**config.mk**
```make
export PLATFORM = sky130hd
export DESIGN_NAME = cc_lane_speed_scheduler
export DESIGN_NICKNAME = d
export VERILOG_FILES = /design/src/rtl/cc_lane_pkg.sv /design/src/rtl/cc_lane_tick_counter.sv /design/src/rtl/cc_lane_speed_scheduler.sv
export SDC_FILE = /design/constraint.sdc
export NUM_CORES = 1
export LEC_CHECK = 0
export ABC_AREA = 0
export CORE_MARGIN = 2
export CORE_UTILIZATION = 50
export DETAILED_ROUTE_END_ITERATION = 10
export GPL_ROUTABILITY_DRIVEN = 0
export GPL_TIMING_DRIVEN = 0
export PLACE_DENSITY = 0.62
export SLEW_MARGIN = 20
export SYNTH_ARGS = -nofsm -noshare
export SYNTH_HDL_FRONTEND = slang
export SYNTH_SLANG_ARGS = --single-unit
```
**constraint.sdc**
```tcl
create_clock -name CC_LANESCHEDULER_CLOCK_50 -period 9.6 [get_ports CC_LANESCHEDULER_CLOCK_50]
set_input_delay 0.96 -clock CC_LANESCHEDULER_CLOCK_50 [delete_from_list [all_inputs] [get_ports CC_LANESCHEDULER_CLOCK_50]]
set_output_delay 0.96 -clock CC_LANESCHEDULER_CLOCK_50 [all_outputs]
set_load 0.01 [all_outputs]
```
**src/rtl/cc_lane_pkg.sv**
```systemverilog
// Shared types, default timing constants and saturating helpers for the lane scheduler.
package cc_lane_pkg;

  localparam logic [1:0] CC_ST_RELOAD = 2'd0;
  localparam logic [1:0] CC_ST_RUN    = 2'd1;
  localparam logic [1:0] CC_ST_PAUSE  = 2'd2;

  typedef enum logic [1:0] {
    ST_RELOAD = CC_ST_RELOAD,
    ST_RUN    = CC_ST_RUN,
    ST_PAUSE  = CC_ST_PAUSE
  } cc_state_e;

  localparam int unsigned CC_LIMIT_BASE = 32'd50000;
  localparam int unsigned CC_LIMIT_STEP = 32'd4000;
  localparam int unsigned CC_LIMIT_MIN  = 32'd5000;
  localparam int unsigned CC_LANE_SKEW  = 32'd1500;

  // a - b, floored at floor_v; an underflow also lands on the floor.
  function automatic logic [31:0] cc_sat_sub(input logic [31:0] a, input logic [31:0] b,
                                             input logic [31:0] floor_v);
    logic [31:0] d;
    d = a - b;
    if (b > a || d < floor_v) cc_sat_sub = floor_v;
    else                      cc_sat_sub = d;
  endfunction

  function automatic logic [31:0] cc_sat_add(input logic [31:0] a, input logic [31:0] b,
                                             input logic [31:0] max_v);
    logic [32:0] s;
    s = {1'b0, a} + {1'b0, b};
    if (s > {1'b0, max_v}) cc_sat_add = max_v;
    else                   cc_sat_add = s[31:0];
  endfunction

endpackage

```
**src/rtl/cc_lane_tick_counter.sv**
```systemverilog
// One lane: tick counter, limit register and registered 1-cycle shift pulse on wrap.
module cc_lane_tick_counter
  import cc_lane_pkg::*;
#(
  parameter int DATAWIDTH = 16
) (
  input  logic                 i_clk,
  input  logic                 i_rst,
  input  logic                 i_tick,
  input  logic                 i_clr,
  input  logic                 i_lim_we,
  input  logic [DATAWIDTH-1:0] i_lim,
  output logic                 o_shift
);

  logic [DATAWIDTH-1:0] r_cnt, r_lim;
  logic                 r_shift;
  logic                 w_hit;

  assign w_hit   = (r_cnt == r_lim);
  assign o_shift = r_shift;

  always_ff @(posedge i_clk or posedge i_rst) begin
    if (i_rst) begin
      r_cnt   <= '0;
      r_lim   <= '0;
      r_shift <= 1'b0;
    end else begin
      r_shift <= 1'b0;
      if (i_lim_we) r_lim <= i_lim;
      if (i_clr) begin
        r_cnt <= '0;
      end else if (i_tick) begin
        if (w_hit) begin
          r_cnt   <= '0;
          r_shift <= 1'b1;
        end else begin
          r_cnt <= r_cnt + 1'b1;
        end
      end
    end
  end

endmodule

```
**src/rtl/cc_lane_speed_scheduler.sv**
```systemverilog
// Per-lane motion scheduler: reloads lane limits from the level, one lane per cycle,
// then turns base ticks into per-lane shift pulses while running.
module cc_lane_speed_scheduler
  import cc_lane_pkg::*;
#(
  parameter int          LANES      = 4,
  parameter int          DATAWIDTH  = 16,
  parameter int          LEVELWIDTH = 3,
  parameter int unsigned LIMIT_BASE = CC_LIMIT_BASE,
  parameter int unsigned LIMIT_STEP = CC_LIMIT_STEP,
  parameter int unsigned LIMIT_MIN  = CC_LIMIT_MIN,
  parameter int unsigned LANE_SKEW  = CC_LANE_SKEW
) (
  input  logic                  CC_LANESCHEDULER_CLOCK_50,
  input  logic                  CC_LANESCHEDULER_RESET_InHigh,
  input  logic                  CC_LANESCHEDULER_tick_In,
  input  logic                  CC_LANESCHEDULER_run_In,
  input  logic [LEVELWIDTH-1:0] CC_LANESCHEDULER_level_InBUS,
  input  logic                  CC_LANESCHEDULER_levelLoad_In,
  output logic [LANES-1:0]      CC_LANESCHEDULER_shift_OutBUS,
  output logic                  CC_LANESCHEDULER_busy_Out,
  output logic [LEVELWIDTH-1:0] CC_LANESCHEDULER_level_OutBUS
);

  localparam int            IW       = (LANES > 1) ? $clog2(LANES) : 1;
  localparam logic [IW-1:0] LAST_IDX = IW'(LANES - 1);
  localparam logic [31:0]   LIM_MAX  = 32'((64'd1 << DATAWIDTH) - 64'd1);

  cc_state_e             r_state, w_nstate;
  logic [IW-1:0]         r_idx, w_nidx;
  logic [LEVELWIDTH-1:0] r_level;
  logic                  r_busy;
  logic                  w_lim_we, w_clr, w_tick_en;
  logic [31:0]           w_base;
  logic [DATAWIDTH-1:0]  w_lim;
  logic [LANES-1:0]      w_shift;

  // Limit for the lane currently being reloaded, from the applied level.
  assign w_base = cc_sat_sub(32'(LIMIT_BASE), 32'(r_level) * 32'(LIMIT_STEP), 32'(LIMIT_MIN));
  assign w_lim  = DATAWIDTH'(cc_sat_add(w_base, 32'(r_idx) * 32'(LANE_SKEW), LIM_MAX));

  always_comb begin
    w_nstate  = r_state;
    w_nidx    = r_idx;
    w_lim_we  = 1'b0;
    w_clr     = 1'b0;
    w_tick_en = 1'b0;
    if (CC_LANESCHEDULER_levelLoad_In) begin
      // Load wins over everything, including restarting a reload in progress.
      w_nstate = ST_RELOAD;
      w_nidx   = '0;
    end else begin
      unique case (r_state)
        ST_RELOAD: begin
          w_lim_we = 1'b1;
          if (r_idx == LAST_IDX) begin
            w_clr    = 1'b1;
            w_nidx   = '0;
            w_nstate = CC_LANESCHEDULER_run_In ? ST_RUN : ST_PAUSE;
          end else begin
            w_nidx = r_idx + 1'b1;
          end
        end
        ST_RUN: begin
          if (!CC_LANESCHEDULER_run_In) w_nstate  = ST_PAUSE;
          else                          w_tick_en = CC_LANESCHEDULER_tick_In;
        end
        ST_PAUSE: begin
          if (CC_LANESCHEDULER_run_In) w_nstate = ST_RUN;
        end
        default: w_nstate = ST_RELOAD;
      endcase
    end
  end

  always_ff @(posedge CC_LANESCHEDULER_CLOCK_50 or posedge CC_LANESCHEDULER_RESET_InHigh) begin
    if (CC_LANESCHEDULER_RESET_InHigh) begin
      r_state <= ST_RELOAD;
      r_idx   <= '0;
      r_level <= '0;
      r_busy  <= 1'b1;
    end else begin
      r_state <= w_nstate;
      r_idx   <= w_nidx;
      r_busy  <= (w_nstate == ST_RELOAD);
      if (CC_LANESCHEDULER_levelLoad_In) r_level <= CC_LANESCHEDULER_level_InBUS;
    end
  end

  for (genvar g = 0; g < LANES; g++) begin : g_lane
    cc_lane_tick_counter #(.DATAWIDTH(DATAWIDTH)) u_cnt (
      .i_clk    (CC_LANESCHEDULER_CLOCK_50),
      .i_rst    (CC_LANESCHEDULER_RESET_InHigh),
      .i_tick   (w_tick_en),
      .i_clr    (w_clr),
      .i_lim_we (w_lim_we && (r_idx == IW'(g))),
      .i_lim    (w_lim),
      .o_shift  (w_shift[g])
    );
  end

  assign CC_LANESCHEDULER_shift_OutBUS = w_shift;
  assign CC_LANESCHEDULER_busy_Out     = r_busy;
  assign CC_LANESCHEDULER_level_OutBUS = r_level;

endmodule
```
==> metrics.txt, run 1 <==
most used cell along the critical path=o21ai_0; Reg clk slew, reported paths=60 ps; Die Area=16600 um^2; Slew @ Worst Pin=911 ps; drt wl/cell=17.8 um; CTS tree=done; Max rail drop VDD=0.224 mV; CP startpoint kind=register; GRT Overall Usage=24.4%; Critical Path RT=9850 ps; Vias/cell=5.75; Synth area leader=dfrtp_1; post-detailed-placement half-perimeter wirelength=13.7 mm; number of distinct library cells after synthesis=61; antenna violations before repair=0; Starting Density=51.1%; Pleak=3.94 nW; WS Path Type=register to register; Pre-antenna DRT Iters=5; Synth Register Bits=136; grt ovf=0; commonest cells after routing, fill and taps aside=159 x nor2_1, 135 x dfrtp_1, 75 x xor2_1, 60 x nand2_1, 47 x xnor2_1; clk sinks=136; crit-path cells=inv_1, fa_1, xnor2_1, ha_1, a21o_1, fa_1, a21oi_2, xor2_1, o41a_1, or4_1, buf_2, inv_1, nor2_1, ha_1, o21ai_0, o21ai_0, and3_1, o22ai_1, o21ai_0, o21ai_0; commonest register cell after synthesis=dfrtp_1; Mapped Nets=879; DRC viols=0; critical path's slowest cell=o21ai_0; Setup TNS Final=0 ps; status=finished clean; Routed Antenna Nets=0; Pwr Density=264 nW/um^2; row count=45; top-level port count=16; synthesized instance count=836; final setup violating endpoints=0; maxcap violations=0; vias in the first global route=6017; HP Class=register to register; CP endpoint kind=register; clock tree root buffer cell=clkbuf_16; Detailed Route WL=19.1 mm; # hold bufs at CTS=0; Netlist Area Pre-Place=7770 um^2; Worst EP arrival=6910 ps; Max Clock Freq=150 MHz; share of layout cells above drive strength 1=7.35%; Clock Skews=6.65 ps; total core area=15200 um^2; Crit path max-delay family=compound AO/OA/AOI/OAI gates; max-slew violations=0; CTS Buffer Depth=2; fin crit share=69.3%; Layout Area Growth over Synthesis=13.2%; PostCTS Resize Cnt=0; clock latency at the later pin of the worst-skew pair=420 ps; unrepaired setup endpoints after global routing=no; Via Count=6159; buffer count from post-CTS setup fixing=0; Hold WS=504 ps; area share of the largest cell type after synthesis=43.5%; Initial DRC Count=424; Final min period=6660 ps; sequential share of the synthesized area=43.8%; Yosys Warn Count=0; Avg Cell Area, Syn=9.30 um^2; Antenna Cells=0; Die H=129 um; most common cell after layout, fill and taps aside=nor2_1; Die Width=129 um; Largest stage delay, worst path=720 ps; CP Max Fanout=9; Post-synth EDFFs=0; Post-Route Utilization=57.9%; H-tree Lvls=4; CTS buffer count=17; buffers and inverters on the worst path=3; nets=914; largest net degree at the start of global routing=72; fraction of registers with async set/reset=100%; Port-buffer cells=15; Max-slew headroom=38.6%; Synth area leaders=dfrtp_1 43%, xor2_1 8.5%, nor2_1 7.7%; Final Hold Vio Count=0; first-pass GRT wire length=31.2 mm
## area by class of cell
| cell class | instances | area, um^2 |
|---|---|---|
| fill | 1350 | 6410 |
| clock buffer | 18 | 429 |
| clock inverter | 14 | 174 |
| timing repair buffer | 16 | 178 |
| sequential | 136 | 3400 |
| buffer | 32 | 160 |
| tap | 188 | 235 |
| inverter | 15 | 63.8 |
| multi-input combinational | 653 | 4150 |
## cells by family (layout without fill, tap and decap cells)
family	count (synthesis)	count (layout)	synth area share (%)
XOR/XNOR	123	123	14.0
adder cells (fa/ha/maj)	35	35	6.02
AO/OA/AOI/OAI	156	156	13.3
flip-flops	136	136	43.8
buffers and inverters	47	95	2.79
AND/OR/NAND/NOR	339	339	20.1
## path summary, 6_finish.rpt
kind	cells after the start	slack [ps]	start	endpoint
min in group asynchronous	2	960	CC_LANESCHEDULER_RESET_InHigh	g_lane[3].u_cnt.r_cnt[9]
min	2	500	g_lane[1].u_cnt.r_lim[14]	g_lane[1].u_cnt.r_lim[14]
max in group asynchronous	3	7910	CC_LANESCHEDULER_RESET_InHigh	CC_LANESCHEDULER_busy_Out
max reg2reg	20	2940	CC_LANESCHEDULER_level_OutBUS[0]	g_lane[0].u_cnt.r_lim[10]
max	20	2940	CC_LANESCHEDULER_level_OutBUS[0]	g_lane[0].u_cnt.r_lim[10]
min reg2reg	2	500	g_lane[1].u_cnt.r_lim[14]	g_lane[1].u_cnt.r_lim[14]
## tightest hold or removal path: cells and delay by family (launching register included)
kind	cells	cell delay, ps
flops	1	360
simple gates	1	50
compound gates	1	60
## per-stage QoR
stage	instances	power [mW]	setup WS [ps]	area, um^2
after floorplan	836	1.39	4160	7770
final	1072	2.32	2940	8790
after CTS	1072	2.32	2960	8790
after global placement	1039	1.61	3170	8160
after global routing	1072	2.46	2580	8790
after detailed placement	1040	1.64	3020	8190
## power breakdown
| part | switching (mW) | total, mW | internal [mW] |
|---|---|---|---|
| Combinational | 0.509 | 0.817 | 0.308 |
| Sequential | 0.123 | 0.830 | 0.707 |
| Clock | 0.264 | 0.674 | 0.410 |
| Total | 0.895 | 2.32 | 1.43 |
## Yosys cell counts, types with 18 or more instances
library cell  number
a21oi_1           41
and3_1            18
clkbuf_1          22
dfrtp_1          135
ha_1              31
nand2_1           60
nand3_1           24
nand4_1           20
nor2_1           159
o21ai_0           38
xnor2_1           47
xor2_1            75
## registers in the layout, summed over array words and instances (netlist names)
register                       flops
r_state                            2
g_lane.u_cnt.r_lim                60
g_lane.u_cnt.o_shift               4
g_lane.u_cnt.r_cnt                64
r_idx                              2
CC_LANESCHEDULER_busy_Out          1
CC_LANESCHEDULER_level_OutBUS      3
## per-layer routing
metal / vias up / wire length [um] / track usage [%]
met3: 38 / 838 / 5.32
met4: 0 / 360 / 8.06
met2: 139 / 9170 / 39.0
li1: 2956 / - / -
met1: 3026 / 8690 / 33.3
met5: - / 0 / 0
Note: power is estimated with default switching activity, not from simulation.
==> inputs of run 2 (changes only) <==
clock period = 6.9 ns   (was 9.6 ns; I/O delays follow)
==> metrics.txt, run 2 (synthesized netlist as in run 1, its figures left out) <==
reg2reg path depth=20 (unchanged); WS Path Type=register to register; buffer count from post-CTS setup fixing=0 (unchanged); H-tree Lvls=4 (unchanged); PostCTS Resize Cnt=0 (unchanged); Crit path max-delay family=compound AO/OA/AOI/OAI gates; Largest stage delay, worst path=600 ps (-120 ps); # fillers=1350 (unchanged); maxcap violations=0 (unchanged); total power=3.23 mW (+39%); Port-buffer cells=15 (unchanged); GRT Overall Usage=24.4% (unchanged); Pwr Density=367 nW/um^2 (+39%); DRC viols=0 (unchanged); Reg clk slew, reported paths=60 ps (about the same); Slew @ Worst Pin=905 ps (-6.69 ps); Detailed Route WL=19.1 mm (about the same); Seq. cell area=3400 um^2 (unchanged); Max rail drop VDD=0.312 mV (+39%); Setup TNS Final=0 ps (unchanged); vias in the first global route=6017 (unchanged); CTS buffer count=17 (unchanged); R2R setup slack=490 ps (-2460 ps); commonest cells after routing, fill and taps aside=159 x nor2_1, 135 x dfrtp_1, 75 x xor2_1, 60 x nand2_1, 47 x xnor2_1; Worst EP arrival=6690 ps (-220 ps); Hold Path Stages=2 (unchanged); final setup violating endpoints=0 (unchanged); CP endpoint kind=register; Reg with most FFs=g_lane.u_cnt.r_cnt; unrepaired setup endpoints after global routing=no; Max-slew headroom=39.1% (+0.45 points); Final min period=6410 ps (-243 ps); top-level port count=16 (unchanged); Pre-antenna DRT Iters=5 (unchanged); Pleak=3.94 nW (about the same); Starting Density=51.1% (unchanged); worst r2r src=CC_LANESCHEDULER_level_OutBUS[0]; Die Width=129 um (unchanged); Layout Area Growth over Synthesis=13.2% (unchanged); HP Class=register to register; clk sinks=136 (unchanged); CTS Buffer Depth=2 (unchanged); Final Hold Vio Count=0 (unchanged); CP Max Fanout=9 (unchanged); drt wl/cell=17.8 um (about the same); fin crit share=92.9% (+24 points); Routed Antenna Nets=0 (unchanged); share of layout cells above drive strength 1=7.35% (unchanged); total core area=15200 um^2 (unchanged); Die Area=16600 um^2 (unchanged); Vias/cell=5.75 (unchanged); grt ovf=0 (unchanged); Inst Count DP=1040 (unchanged); CTS tree=done; Largest register FFs=64 (unchanged); Critical Path RT=7170 ps (-2680 ps); largest net degree at the start of global routing=72 (unchanged); most common cell after layout, fill and taps aside=nor2_1; Clock Skews=6.65 ps (-0.000390 ps); Antenna Cells=0 (unchanged); max-slew violations=0 (unchanged); clock tree root buffer cell=clkbuf_16; first-pass GRT wire length=31.2 mm (unchanged); Worst Hold Endpoint=g_lane[1].u_cnt.r_lim[14]; non-filler cells, final=1072 (unchanged); row count=45 (unchanged); critical path's slowest cell=o211ai_1; antenna violations before repair=0 (unchanged); hold_sp=g_lane[1].u_cnt.r_lim[14]; post-detailed-placement half-perimeter wirelength=13.7 mm (unchanged); Die H=129 um (unchanged); nets=914 (unchanged); Max Clock Freq=156 MHz (+3.8%); status=finished clean; crit-path cells=inv_1, fa_1, xnor2_1, ha_1, a21o_1, fa_1, a21oi_2, xor2_1, o41a_1, or4_1, buf_2, inv_1, nor2_1, ha_1, a211oi_1, o21ai_0, a22oi_1, nand2_1, o211ai_1, o21ai_0; Via Count=6159 (unchanged); # hold bufs at CTS=0 (unchanged); area of the multi-input gates=4150 um^2 (unchanged); R2R Path End=g_lane[2].u_cnt.r_lim[14]; buffers and inverters on the worst path=3 (unchanged); Initial DRC Count=421 (-0.71%); CP startpoint kind=register; clock latency at the later pin of the worst-skew pair=420 ps (about the same)
==> run 2: changes by cell type in the layout (fill, tap and decap cells not counted) <==
| cell | delta |
|---|---|
| o21ai_0 | -1 |
| o21ai_1 | +1 |
==> run 2: layout make-up <==
type                       count  share of cell area, %
clock inverter                14                   1.98
tap                          188                   2.67
multi-input combinational    653                   47.2
buffer                        32                   1.82
sequential                   136                   38.7
inverter                      15                  0.726
clock buffer                  18                   4.88
timing repair buffer          16                   2.02
==> run 2: where the power goes <==
group / switching (mW) / total, mW / internal [mW]
clock network: 0.367 / 0.938 / 0.571
registers: 0.171 / 1.15 / 0.984
logic: 0.709 / 1.14 / 0.430
==> run 2: worst max path at each step <==
stage                                                 from                   endpoint  slack (ps)  cells after the start
after floorplan           CC_LANESCHEDULER_level_OutBUS[0]  g_lane[1].u_cnt.r_lim[15]        1460                     20
after global placement    CC_LANESCHEDULER_level_OutBUS[0]  g_lane[0].u_cnt.r_lim[10]         500                     20
after detailed placement  CC_LANESCHEDULER_level_OutBUS[0]  g_lane[2].u_cnt.r_lim[10]         320                     20
after CTS                 CC_LANESCHEDULER_level_OutBUS[0]  g_lane[0].u_cnt.r_lim[10]         260                     20
after global routing      CC_LANESCHEDULER_level_OutBUS[0]  g_lane[0].u_cnt.r_lim[14]         160                     20
final                     CC_LANESCHEDULER_level_OutBUS[0]  g_lane[2].u_cnt.r_lim[14]         490                     20
==> run 2: routing by layer <==
metal / part of all wire (%) / GRT usage (%) / vias to the layer above
met4: 1.9 / 8.06 / 0
li1: - / - / 2956
met3: 4.4 / 5.32 / 38
met1: 46 / 33.3 / 3026
met5: 0 / 0 / -
met2: 48 / 39.0 / 139
==> run 2: stage by stage <==
step	hold slack (ps)	setup slack, ps	instance area (um^2)	util [%]
after detailed placement	501	320	8190	53.9
after global placement	489	496	8160	53.7
after floorplan	462	1460	7770	-
after CTS	516	255	8790	57.9
after global routing	542	165	8790	57.9
final	504	487	8790	57.9
==> run 2: worst reg2reg max path: cells and delay by family, from the launching register on <==
family / cells / cell delay (ps)
xor+xnor: 2 / 430
flops: 1 / 550
simple gates: 3 / 630
fa+ha+maj: 4 / 1510
compound gates: 8 / 2640
buf+inv: 3 / 500
